## src/rtl/spi_pkg.sv

```systemverilog
// Shared types and constants for the SPI burst sequencer.
// Used by spi_burst_sequencer, spi_addr_counter and spi_burst_sequencer_if.
package spi_pkg;

    typedef enum logic [2:0] {
        S_INSTR  = 3'd0,
        S_ADDR_H = 3'd1,
        S_ADDR_L = 3'd2,
        S_WDATA  = 3'd3,
        S_RDATA  = 3'd4,
        S_IGNORE = 3'd5
    } state_t;

    localparam logic [7:0] OP_WRITE      = 8'h01;
    localparam logic [7:0] OP_READ       = 8'h02;
    localparam logic [7:0] OP_SET_CLKDIV = 8'h10;
    localparam logic [7:0] OP_SET_SPIKE  = 8'h11;
    localparam logic [7:0] OP_SET_DEBUG  = 8'h12;
    localparam logic [7:0] OP_CLR_FLAGS  = 8'h1F;

    localparam int DEF_ADDR_W    = 7;
    localparam int DEF_MEM_DEPTH = 128;

endpackage

```

## src/rtl/spi_burst_sequencer_if.sv

```systemverilog
// Register-memory bus between the sequencer (master) and the config memory (slave).
interface spi_burst_sequencer_if #(
    parameter int ADDR_W = spi_pkg::DEF_ADDR_W
);
    logic [ADDR_W-1:0] mem_addr;
    logic [7:0]        mem_wdata;
    logic              mem_we;
    logic [7:0]        mem_rdata;

    modport master (output mem_addr, output mem_wdata, output mem_we, input mem_rdata);
    modport slave  (input mem_addr, input mem_wdata, input mem_we, output mem_rdata);
endinterface

```

## src/rtl/spi_addr_counter.sv

```systemverilog
// Burst address register: load, increment, wrap or saturate, range check.
// SPI_BURST_ADDR_WRAP_EN selects wrap-to-zero instead of saturate-and-stop.
module spi_addr_counter
    import spi_pkg::*;
#(
    parameter int ADDR_W    = DEF_ADDR_W,
    parameter int MEM_DEPTH = DEF_MEM_DEPTH
) (
    input  logic              SCLK,
    input  logic              RESET,
    input  logic              load,
    input  logic [15:0]       load_val,
    input  logic              inc,
    output logic [ADDR_W-1:0] addr,
    output logic              exhausted,
    output logic              changed,
    output logic              load_oob
);

    localparam logic [ADDR_W-1:0] LAST = ADDR_W'(MEM_DEPTH - 1);

    logic [ADDR_W-1:0] addr_q, addr_d;
    logic              exhausted_q, exhausted_d;
    logic              changed_q, changed_d;

    // Range is judged on the full 16-bit address before truncation.
    assign load_oob = {16'd0, load_val} >= 32'(MEM_DEPTH);

    always_comb begin
        addr_d      = addr_q;
        exhausted_d = exhausted_q;
        changed_d   = 1'b0;
        if (load) begin
            addr_d      = load_val[ADDR_W-1:0];
            exhausted_d = 1'b0;
            changed_d   = 1'b1;
        end else if (inc && !exhausted_q) begin
            if (addr_q == LAST) begin
`ifdef SPI_BURST_ADDR_WRAP_EN
                addr_d    = '0;
                changed_d = 1'b1;
`else
                exhausted_d = 1'b1;
`endif
            end else begin
                addr_d    = addr_q + ADDR_W'(1);
                changed_d = 1'b1;
            end
        end
    end

    always_ff @(posedge SCLK or posedge RESET) begin
        if (RESET) begin
            addr_q      <= '0;
            exhausted_q <= 1'b0;
            changed_q   <= 1'b0;
        end else begin
            addr_q      <= addr_d;
            exhausted_q <= exhausted_d;
            changed_q   <= changed_d;
        end
    end

    assign addr      = addr_q;
    assign exhausted = exhausted_q;
    assign changed   = changed_q;

endmodule

```

## src/rtl/spi_burst_sequencer.sv

```systemverilog
// SS-framed byte sequencer: opcode, address, then burst write/read data; owns the ready flags.
// Address end-of-range behaviour is chosen by SPI_BURST_ADDR_WRAP_EN (in spi_addr_counter).
module spi_burst_sequencer
    import spi_pkg::*;
#(
    parameter int ADDR_W    = DEF_ADDR_W,
    parameter int MEM_DEPTH = DEF_MEM_DEPTH
) (
    input  logic                         SCLK,
    input  logic                         RESET,
    input  logic                         SS,
    input  logic                         rx_valid,
    input  logic [7:0]                   rx_byte,
    spi_burst_sequencer_if.master        mem,
    output logic [7:0]                   tx_byte,
    output logic                         clk_div_ready,
    output logic                         input_spike_ready,
    output logic                         debug_config_ready,
    output logic                         busy,
    output logic                         addr_err
);

    state_t      state_q, state_d;
    logic        is_read_q, is_read_d;
    logic [7:0]  addr_h_q, addr_h_d;
    logic [7:0]  wdata_q, wdata_d;
    logic        we_q, we_d;
    logic [7:0]  tx_q, tx_d;
    logic [2:0]  flags_q, flags_d;
    logic        err_q, err_d;
    logic        busy_q, busy_d;

    logic              cnt_load, cnt_inc, cnt_exhausted, cnt_changed, cnt_load_oob;
    logic [ADDR_W-1:0] cnt_addr;

    spi_addr_counter #(.ADDR_W(ADDR_W), .MEM_DEPTH(MEM_DEPTH)) u_addr_counter (
        .SCLK      (SCLK),
        .RESET     (RESET),
        .load      (cnt_load),
        .load_val  ({addr_h_q, rx_byte}),
        .inc       (cnt_inc),
        .addr      (cnt_addr),
        .exhausted (cnt_exhausted),
        .changed   (cnt_changed),
        .load_oob  (cnt_load_oob)
    );

    // Writes advance the address in the cycle after the strobe; reads advance on the dummy byte.
    always_comb begin
        state_d   = state_q;
        is_read_d = is_read_q;
        addr_h_d  = addr_h_q;
        wdata_d   = wdata_q;
        we_d      = 1'b0;
        tx_d      = tx_q;
        flags_d   = flags_q;
        err_d     = err_q;
        cnt_load  = 1'b0;
        cnt_inc   = we_q;

        if (SS) begin
            state_d = S_INSTR;
        end else if (rx_valid) begin
            case (state_q)
                S_INSTR: begin
                    state_d = S_IGNORE;
                    case (rx_byte)
                        OP_WRITE:      begin state_d = S_ADDR_H; is_read_d = 1'b0; end
                        OP_READ:       begin state_d = S_ADDR_H; is_read_d = 1'b1; end
                        OP_SET_CLKDIV: flags_d[0] = 1'b1;
                        OP_SET_SPIKE:  flags_d[1] = 1'b1;
                        OP_SET_DEBUG:  flags_d[2] = 1'b1;
                        OP_CLR_FLAGS:  flags_d = 3'b000;
                        default:       ;
                    endcase
                end
                S_ADDR_H: begin
                    addr_h_d = rx_byte;
                    state_d  = S_ADDR_L;
                end
                S_ADDR_L: begin
                    if (cnt_load_oob) begin
                        err_d   = 1'b1;
                        state_d = S_IGNORE;
                    end else begin
                        cnt_load = 1'b1;
                        state_d  = is_read_q ? S_RDATA : S_WDATA;
                    end
                end
                S_WDATA: begin
                    if (cnt_exhausted) begin
                        err_d   = 1'b1;
                        state_d = S_IGNORE;
                    end else begin
                        we_d    = 1'b1;
                        wdata_d = rx_byte;
                    end
                end
                S_RDATA: begin
                    if (cnt_exhausted) begin
                        err_d   = 1'b1;
                        state_d = S_IGNORE;
                    end else begin
                        cnt_inc = 1'b1;
                    end
                end
                S_IGNORE: ;
                default:  state_d = S_INSTR;
            endcase
        end

        if (state_q == S_RDATA && cnt_changed) begin
            tx_d = mem.mem_rdata;
        end

        busy_d = (state_d != S_INSTR);
    end

    always_ff @(posedge SCLK or posedge RESET) begin
        if (RESET) begin
            state_q   <= S_INSTR;
            is_read_q <= 1'b0;
            addr_h_q  <= 8'h00;
            wdata_q   <= 8'h00;
            we_q      <= 1'b0;
            tx_q      <= 8'h00;
            flags_q   <= 3'b000;
            err_q     <= 1'b0;
            busy_q    <= 1'b0;
        end else begin
            state_q   <= state_d;
            is_read_q <= is_read_d;
            addr_h_q  <= addr_h_d;
            wdata_q   <= wdata_d;
            we_q      <= we_d;
            tx_q      <= tx_d;
            flags_q   <= flags_d;
            err_q     <= err_d;
            busy_q    <= busy_d;
        end
    end

    assign mem.mem_addr       = cnt_addr;
    assign mem.mem_wdata      = wdata_q;
    assign mem.mem_we         = we_q;
    assign tx_byte            = tx_q;
    assign clk_div_ready      = flags_q[0];
    assign input_spike_ready  = flags_q[1];
    assign debug_config_ready = flags_q[2];
    assign busy               = busy_q;
    assign addr_err           = err_q;

endmodule
```

## src/flat_wrapper.sv

```systemverilog
// flat-port wrapper written by rule: the top's interface ports become plain ports
module spi_burst_sequencer_flat import spi_pkg::*;
#(
    parameter int ADDR_W    = DEF_ADDR_W,
    parameter int MEM_DEPTH = DEF_MEM_DEPTH
)
  (SCLK, RESET, SS, rx_valid, rx_byte, tx_byte, clk_div_ready, input_spike_ready, debug_config_ready, busy, addr_err, mem_mem_addr, mem_mem_wdata, mem_mem_we, mem_mem_rdata);
  spi_burst_sequencer_if #(.ADDR_W(ADDR_W)) mem_i ();
  input  logic SCLK;
  input  logic RESET;
  input  logic SS;
  input  logic rx_valid;
  input  logic [7:0] rx_byte;
  output logic [7:0] tx_byte;
  output logic clk_div_ready;
  output logic input_spike_ready;
  output logic debug_config_ready;
  output logic busy;
  output logic addr_err;
  output wire logic [$bits(mem_i.mem_addr)-1:0] mem_mem_addr;
  output wire logic [$bits(mem_i.mem_wdata)-1:0] mem_mem_wdata;
  output wire logic [$bits(mem_i.mem_we)-1:0] mem_mem_we;
  input wire logic [$bits(mem_i.mem_rdata)-1:0] mem_mem_rdata;
  assign mem_mem_addr = mem_i.mem_addr;
  assign mem_mem_wdata = mem_i.mem_wdata;
  assign mem_mem_we = mem_i.mem_we;
  assign mem_i.mem_rdata = mem_mem_rdata;
  spi_burst_sequencer #(.ADDR_W(ADDR_W), .MEM_DEPTH(MEM_DEPTH)) u_core (.SCLK(SCLK), .RESET(RESET), .SS(SS), .rx_valid(rx_valid), .rx_byte(rx_byte), .mem(mem_i), .tx_byte(tx_byte), .clk_div_ready(clk_div_ready), .input_spike_ready(input_spike_ready), .debug_config_ready(debug_config_ready), .busy(busy), .addr_err(addr_err));
endmodule
```

## config.mk

```make
export PLATFORM = sky130hd
export DESIGN_NAME = spi_burst_sequencer_flat
export DESIGN_NICKNAME = d
export VERILOG_FILES = /design/src/rtl/spi_pkg.sv /design/src/rtl/spi_burst_sequencer_if.sv /design/src/rtl/spi_addr_counter.sv /design/src/rtl/spi_burst_sequencer.sv /design/src/flat_wrapper.sv
export SDC_FILE = /design/constraint.sdc
export NUM_CORES = 1
export LEC_CHECK = 0
export CORE_UTILIZATION = 53
export CTS_CLUSTER_SIZE = 10
export DETAILED_ROUTE_END_ITERATION = 16
export HOLD_SLACK_MARGIN = 0.15
export PLACE_DENSITY = 0.95
export SLEW_MARGIN = 20
export SYNTH_ARGS = -nofsm -noshare
export SYNTH_HDL_FRONTEND = slang
export SYNTH_HIERARCHICAL = 1
export SYNTH_SLANG_ARGS = --single-unit
```

## constraint.sdc

```tcl
create_clock -name SCLK -period 5.4 [get_ports SCLK]
set_clock_uncertainty 0.1 [all_clocks]
set_input_delay 1.62 -clock SCLK [delete_from_list [all_inputs] [get_ports SCLK]]
set_output_delay 1.62 -clock SCLK [all_outputs]
set_load 0.01 [all_outputs]
```

==> run_results.csv, run 1 <==
group,metric,value,unit
cts,post_cts_resized,0,
cts,htree_levels,2,
worst_hold_path,hold_class,"register to register",
global_route,grt_pass1_vias,1520,
run,max_cap_violations,0,
floorplan,start_util,0.555,
cells_and_area,ff_latch_area,1080,µm²
yosys,synth_compound_area_frac,0.114,
yosys,synth-edff-count,0,
global_route,grt_pass1_wl,7.03,mm
cts,cts_tree,"done",
sta,setup-violations-final,0,
global_route,antenna_found_initial,0,
critical_path,r2r_end,"u_core/busy",
drt,num_vias,1584,
cts,hold_buffers,0,
cells_and_area,drive_above_1_share,0.189,
floorplan,num_io_pins,49,
sta,slew_viol_final,0,
cells_and_area,mostFrequentLayoutCell,"clkdlybuf4s50_1",
cts,clk_pin_slew,70,ps
critical_path,cp_top_family,"buffers and inverters",
global_route,grt_usage,0.227,
yosys,synth_top_family_by_area,"simple AND/OR/NAND/NOR gates",
critical_path,worst_ep_arrival_time,3500,ps
cts,clk_latency,290,ps
worst_hold_path,min_path_cells,1,
cells_and_area,antenna_cells,0,
critical_path,cpMostUsedCell,"mux2_4",
yosys,synth_simple_gate_area_frac,0.171,
yosys,synth_top_cell_by_area,"dfrtp_1",
critical_path,path_class,"primary input to register",
drt,wl_per_cell,14.9,µm
drt,ant_nets,0,
sta,fin_tns_setup,0,ps
cts,post_cts_buffers,0,
drt,finalWirelength,4.11,mm
yosys,postSynthCellCount,177,
worst_hold_path,whs_endpoint,"u_core/addr_err",
sta,max-slew-margin-rel,0.533,
critical_path,rrSetupSlack,3280,ps
cts,clockBufferDepth,2,
cts,cts.sinks,43,
yosys,netlist_area,2050,µm²
yosys,synth_mux_area_frac,0.152,
placed_design,portBuffers,48,
sta,layout_worst_path_cycle_share,0.633,
yosys,synthFlopType,"dfrtp_1",
floorplan,dieHeight,64.1,µm
placed_design,place.gp.congestion,0.963,
power_and_ir_drop,max-vdd-ir-drop,258,µV
drt,drtPass1Iterations,4,
critical_path,crit_buf_inv,1,
drt,initialDrtViolationCount,74,
placed_design,placed_cell_area,2580,µm²
power_and_ir_drop,p_leak,1.15,nW
critical_path,crit_path_start_kind,"primary input",
floorplan,std_cell_rows,22,
placed_design,dp_hpwl,2.91,mm
yosys,avgSynthCellArea,11.6,µm²
floorplan,core,3690,µm²
critical_path,critical_path.max_fanout,7,
sta,grt_setup_unrepaired,"false",
worst_hold_path,worst_hold_startpoint,"u_core/addr_err",
critical_path,rr_worst_depth,6,
placed_design,dp_slack,1710,ps
global_route,grt-ovfl-total,0,
outcome,outcome,"finished, final reports clean",
yosys,yosys-top-cells-area,"dfrtp_1 (53%), mux2_2 (13%), o21ai_0 (2.9%), nor2_1 (2.4%), nand2_1 (2.2%)",
cells_and_area,final_area,2690,µm²
yosys,synth-xor-area-share,0.0128,
cells_and_area,most-common-layout-cells,"clkdlybuf4s50_1 (48), dfrtp_1 (43), mux2_2 (24), nor2_1 (13)",
drt,drc_errors,0,
yosys,seq_area_frac_synth,0.526,
yosys,async_reset_ff_frac,1.00,
sta,max_freq,293,MHz
cells_and_area,n_fill_cell,294,
critical_path,slowest_delay,600,ps
yosys,yosysWarningCount,6,
sta,setup_slack,1980,ps
sta,worst_slew_pin_slew,698,ps
yosys,ys_ff_latch,43,
cells_and_area,nets,249,
sta,hold_viol,0,
sta,period_minus_slack,3420,ps
critical_path,cp_slowest_cell,"clkdlybuf4s50_1",
cts,cts_root_buf,"clkbuf_8",
yosys,synth_top_area_frac,0.526,
sta,hold-worst-slack,387,ps
global_route,grt_max_degree,35,
cells_and_area,syn2layout_area_growth,31.3,%
yosys,synth-adder-area-share,0.00612,
drt,viasPerCell,5.74,
critical_path,end_kind,"register",
cts,cts_buffers,5,
floorplan,dieArea,4110,µm²
critical_path,critPathRequiredTime,5480,ps
cells_and_area,multiInputGateArea,940,µm²
critical_path,crit_chain,"clkdlybuf4s50_1, nand2b_2, nor2_1, a21o_1, nor2b_4, o21ai_4, mux2_4, mux2_4",
floorplan,die_w,64.1,µm
critical_path,regToRegStartpoint,"u_core/addr_h_q[2]",
power_and_ir_drop,power_density,363,nW/µm²
yosys,syn_nets,198,
yosys,synth_cell_type_count,44,
==> synth_stat cells (all sizes together) (4+ instances only) <==
library cell,instances
dfrtp,43
mux2,26
nor2,13
o21ai,13
nand2,12
nand3,6
nor3,6
a21oi,5
nor2b,5
nand4,4
==> layout make-up <==
type,instances,area share
inverters,3,0.00419
clock inverters,1,0.0112
multi-input cells,125,0.350
flip-flops and latches,43,0.401
well taps,48,0.0224
clock buffers,6,0.0270
repair buffers,50,0.185
==> state kept, by name, indices dropped and copies added (netlist names) <==
name	flops
u_core/addr_err	1
u_core/addr_h_q	8
u_core/busy	1
u_core/flags_q	3
u_core/is_read_q	1
u_core/mem.mem_wdata	8
u_core/mem.mem_we	1
u_core/state_q	3
u_core/tx_byte	8
u_core/u_addr_counter/addr	7
u_core/u_addr_counter/changed	1
u_core/u_addr_counter/exhausted	1
==> stage by stage <==
step                power, mW  instances   util
floorplan               0.601        177      -
global placement        0.736        269  0.700
detailed placement      0.747        269  0.700
CTS                     0.983        276  0.728
global route             1.03        276  0.728
finish                  0.975        276  0.728
==> routing by layer <==
metal  wire, µm  vias up  part of all wire  track usage
li1           -      749                 -            -
met1       1750      775              0.43        0.287
met2       2030       55              0.49        0.372
met3        266        5             0.065       0.0625
met4         62        0             0.015       0.0806
met5          0        -                 0            0
==> worst max path at each step <==
stage / start / end / cells past startpoint
after detailed placement: SS / u_core/u_addr_counter/addr[1] / 8
after global placement: SS / u_core/u_addr_counter/addr[1] / 8
after global routing: rx_valid / u_core/u_addr_counter/addr[1] / 8
after CTS: rx_valid / u_core/u_addr_counter/addr[1] / 8
after floorplan: rx_byte[7] / u_core/u_addr_counter/addr[0] / 5
final: rx_valid / u_core/u_addr_counter/addr[1] / 8
==> cell families (layout without fill, tap and decap cells) <==
logic type | count (synthesis) | in the layout
AO/OA/AOI/OAI | 34 | 34
XOR/XNOR | 3 | 3
adder cells (fa/ha/maj) | 1 | 1
buffers and inverters | 9 | 60
flip-flops | 43 | 43
multiplexers | 27 | 27
AND/OR/NAND/NOR | 60 | 60
==> power breakdown <==
part           leakage (nW)  internal, mW  switching (mW)
registers             0.564         0.400          0.0622
clock network        0.0513         0.135          0.0998
logic                 0.533         0.176           0.101
No activity file was read; power rests on OpenSTA's default activity.
==> run 2, diff against run 1 <==
CORE_UTILIZATION = 44   (was 53)
PLACE_DENSITY = 0.85   (was 0.95)
clock period = 2.96 ns   (was 5.4 ns; I/O delays follow)
==> run_results.csv, run 2 (synthesized netlist as in run 1, its figures left out) <==
group,metric,value,unit
outcome,outcome,"finished, final reports clean",
power_and_ir_drop,power_density,655,nW/µm²
critical_path,critPathRequiredTime,3050,ps
global_route,grt_usage,0.191,
sta,setup-violations-final,0,
cts,cts_tree,"done",
placed_design,portBuffers,48,
cells_and_area,drive_above_1_share,0.237,
global_route,grt_max_degree,35,
drt,wl_per_cell,15.1,µm
power_and_ir_drop,max-vdd-ir-drop,380,µV
power_and_ir_drop,switchingPower,507,µW
drt,drtPass1Iterations,4,
placed_design,dp_cells,285,
drt,initialDrtViolationCount,75,
critical_path,critical_path.max_fanout,5,
critical_path,worst_ep_arrival_time,2680,ps
drt,finalWirelength,4.43,mm
cts,clockBufferDepth,2,
critical_path,path_class,"primary input to register",
critical_path,cp_slowest_cell,"nor4_2",
floorplan,core,4410,µm²
global_route,grt-ovfl-total,0,
cells_and_area,final_cells,293,
drt,ant_nets,0,
cells_and_area,nets,261,
placed_design,place.gp.congestion,0.875,
global_route,antenna_found_initial,0,
power_and_ir_drop,netSwitchingFraction,0.275,
cts,cts_buffers,5,
global_route,grt_pass1_vias,1593,
placed_design,dp_hpwl,3.19,mm
critical_path,slowest_delay,550,ps
cells_and_area,most-common-layout-cells,"clkdlybuf4s50_1 (48), dfrtp_1 (43), mux2_2 (24), nor2_1 (13), buf_4 (13)",
cts,cts.sinks,43,
floorplan,num_io_pins,49,
sta,max-slew-margin-rel,0.652,
power_and_ir_drop,clkPwrFrac,0.254,
sta,slew_viol_final,0,
sta,fin_tns_setup,0,ps
drt,num_vias,1642,
sta,worst_slew_pin_slew,517,ps
floorplan,dieHeight,70.2,µm
cts,htree_levels,2,
cts,clk_latency,300,ps
cts,post_cts_buffers,0,
cells_and_area,antenna_cells,0,
sta,layout_worst_path_cycle_share,0.875,
global_route,grt_pass1_wl,7.34,mm
drt,drc_errors,0,
worst_hold_path,hold_class,"register to register",
worst_hold_path,min_path_cells,1,
critical_path,crit_path_start_kind,"primary input",
critical_path,end_kind,"register",
floorplan,die_w,70.2,µm
sta,max_freq,386,MHz
power_and_ir_drop,pwr-share-comb,0.290,
critical_path,rr_worst_depth,5,
floorplan,dieArea,4930,µm²
power_and_ir_drop,p_int,1.33,mW
sta,period_minus_slack,2590,ps
cts,post_cts_resized,0,
drt,viasPerCell,5.60,
critical_path,crit_chain,"clkdlybuf4s50_1, nor2_1, nand3_1, nor4_2, buf_4, mux2_4",
cells_and_area,n_fill_cell,354,
run,max_cap_violations,0,
cells_and_area,syn2layout_area_growth,37.2,%
cts,hold_buffers,0,
floorplan,start_util,0.463,
cts,clk_pin_slew,80,ps
cells_and_area,mostFrequentLayoutCell,"clkdlybuf4s50_1",
sta,grt_setup_unrepaired,"false",
cts,cts_root_buf,"clkbuf_8",
power_and_ir_drop,p_leak,1.22,nW
cells_and_area,post-route-util,0.636,
power_and_ir_drop,p_seq_frac,0.456,
floorplan,std_cell_rows,24,
sta,hold_viol,0,
run 2: cell count changes in the layout (fill, tap and decap cells not counted):
cell / before / now
clkinv_2: 0 / 1
clkbuf_1: 1 / 0
buf_4: 2 / 13
buf_12: 0 / 1
clkbuf_8: 5 / 6
run 2: path summary, 6_finish.rpt:
path                                     from                            end  slack [ps]
setup reg to reg           u_core/addr_h_q[4]  u_core/u_addr_counter/addr[1]         790
hold / removal                u_core/addr_err                u_core/addr_err         390
hold reg to reg               u_core/addr_err                u_core/addr_err         390
max in group asynchronous               RESET               u_core/is_read_q        1550
min in group asynchronous               RESET  u_core/u_addr_counter/addr[1]         780
setup / recovery                   rx_byte[7]  u_core/u_addr_counter/addr[1]         370
run 2: metal layers:
layer	global-route usage	wire (µm)
met1	0.244	1980
met2	0.299	2070
met3	0.0649	299
met4	0.0733	85
met5	0	0
run 2: power by group through the flow:
stage                     Combinational (mW)  Sequential (mW)  Clock (mW)
final                                  0.533            0.839       0.468
after global routing                   0.567            0.862       0.510
after CTS                              0.540            0.839       0.484
after detailed placement               0.535            0.850           0
after global placement                 0.517            0.845           0
after floorplan                        0.226            0.870           0
run 2: final cells by class:
cell class	instances	area (µm²)	share of cell area
sequential	43	1080	0.383
clock buffer	6	82.6	0.0294
multi-input combinational	125	940	0.335
inverter	3	11.3	0.00401
clock inverter	2	35.0	0.0125
timing repair buffer	62	598	0.213
tap	52	65.1	0.0232
run 2: through the flow:
| stage | instance area, µm² | power (mW) | setup slack (ps) | hold WS [ps] |
|---|---|---|---|---|
| after floorplan | 2050 | 1.10 | 464 | 380 |
| after global placement | 2690 | 1.36 | 143 | 371 |
| after detailed placement | 2690 | 1.38 | 87.4 | 369 |
| after CTS | 2810 | 1.86 | 387 | 391 |
| after global routing | 2810 | 1.94 | 320 | 407 |
| final | 2810 | 1.84 | 369 | 394 |
run 2: worst max-delay path, delay by kind of cell:
kind	cells	cell delay, ps
multiplexers	1	300
buffers and inverters	2	660
AND/OR/NAND/NOR	3	830
==> patch (settings of run 2) <==
Change the package constant `DEF_ADDR_W` from 7 to 8.
--- a/src/rtl/spi_pkg.sv
+++ b/src/rtl/spi_pkg.sv
@@ -19,5 +19,5 @@
     localparam logic [7:0] OP_CLR_FLAGS  = 8'h1F;
 
-    localparam int DEF_ADDR_W    = 7;
+    localparam int DEF_ADDR_W    = 8;
     localparam int DEF_MEM_DEPTH = 128;
 
Interface: changed (resized mem_mem_addr); port bits go from 49 to 50. The function was not compared with the original's and may differ.
==> patch against run 2 <==
Wire length up 5.2%; design area up 1.9%; sequential cell count up 1; sequential share of layout area up 0.17 points; die area up 4.5%; worst setup slack better by 0.0095 ns; global-route usage up 0.18 points; total power down 3.5%; synthesized area up 4.6%; sequential power up 2%; via count up 0.91%; non-clock buffer count down 1; register-to-register slack better by 0.02 ns; first-iteration DRC count up 89%; critical path type unchanged.
==> patch: results <==
metrics = {
    "status": {
        "status": "complete, no violations",
    },
    "timing": {
        "hold_slack_ns": 0.383,
        "worst_pin_slew_ns": 0.399,
        "max_freq_mhz": 387,
    },
    "routing": {
        "wl_met1_mm": 2.10,
        "drt-vias-per-instance": 5.47,
        "wl_met3_um": 145,
        "vias": 1657,
        "drt-initial-drc-count": 142,
        "wire_per_inst_um": 15.4,
    },
    "synthesis": {
        "synth_nets": 208,
        "yosys-top-cells-count": "dfrtp_1, mux2_2, nor2_1",
        "synth.distinct_cells": 48,
        "syn_inst": 187,
    },
    "placement": {
        "dp_hpwl_mm": 3.43,
        "portBuffers": 49,
        "gp_congestion": 0.824,
        "dp.cells": 295,
        "place_area_mm2": 0.00277,
    },
    "global_route": {
        "grt.total_usage": 0.193,
        "gr-usage-met3": 0.0366,
        "first_global_vias": 1634,
        "gr-max-usage-layer": "met2",
        "met1_usage": 0.262,
        "met2_usage": 0.319,
        "grt_max_degree": 30,
        "grt_pass1_wl_mm": 7.78,
    },
    "critical_path": {
        "r2r_end": "u_core/busy",
        "rr_startpoint": "u_core/addr_h_q[5]",
        "crit_start": "SS",
        "slowest_stage": "clkdlybuf4s50_1",
        "cp_top_family": "multiplexers",
        "reg2reg_depth": 6,
        "slowest_delay_ns": 0.47,
    },
    "pwr": {
        "p_clk_frac": 0.220,
        "leakagePower_nw": 1.25,
        "p_clk_mw": 0.391,
        "pg_seq_mw": 0.855,
        "switchingPower_mw": 0.529,
    },
    "layout": {
        "nets": 269,
        "drive_gt1_frac": 0.225,
    },
}
==> patch: cell types whose count changed in the layout (fill, tap and decap cells not counted), sizes merged, moves of 2 or more <==
cell    change
mux2i       +3
nor2b       -2
inv         +3
nand3b      +2
buf         -2
==> patch: cell type report <==
| class | instances | area [µm²] |
|---|---|---|
| flip-flops and latches | 44 | 1100 |
| inverters | 4 | 15.0 |
| clock buffers | 5 | 68.8 |
| fillers | 383 | 1830 |
| repair buffers | 61 | 581 |
| multi-input cells | 132 | 1000 |
| clock inverters | 3 | 25.0 |
| well taps | 54 | 67.6 |
==> patch: kinds of logic (layout without fill, tap and decap cells) <==
logic type / count (synthesis) / count (layout) / synth area share
AO/OA/AOI/OAI: 35 / 35 / 0.112
XOR/XNOR: 3 / 3 / 0.0123
adder cells (fa/ha/maj): 1 / 1 / 0.00584
buffers and inverters: 11 / 73 / 0.0205
flip-flops: 44 / 44 / 0.514
multiplexers: 30 / 30 / 0.159
AND/OR/NAND/NOR: 63 / 63 / 0.177
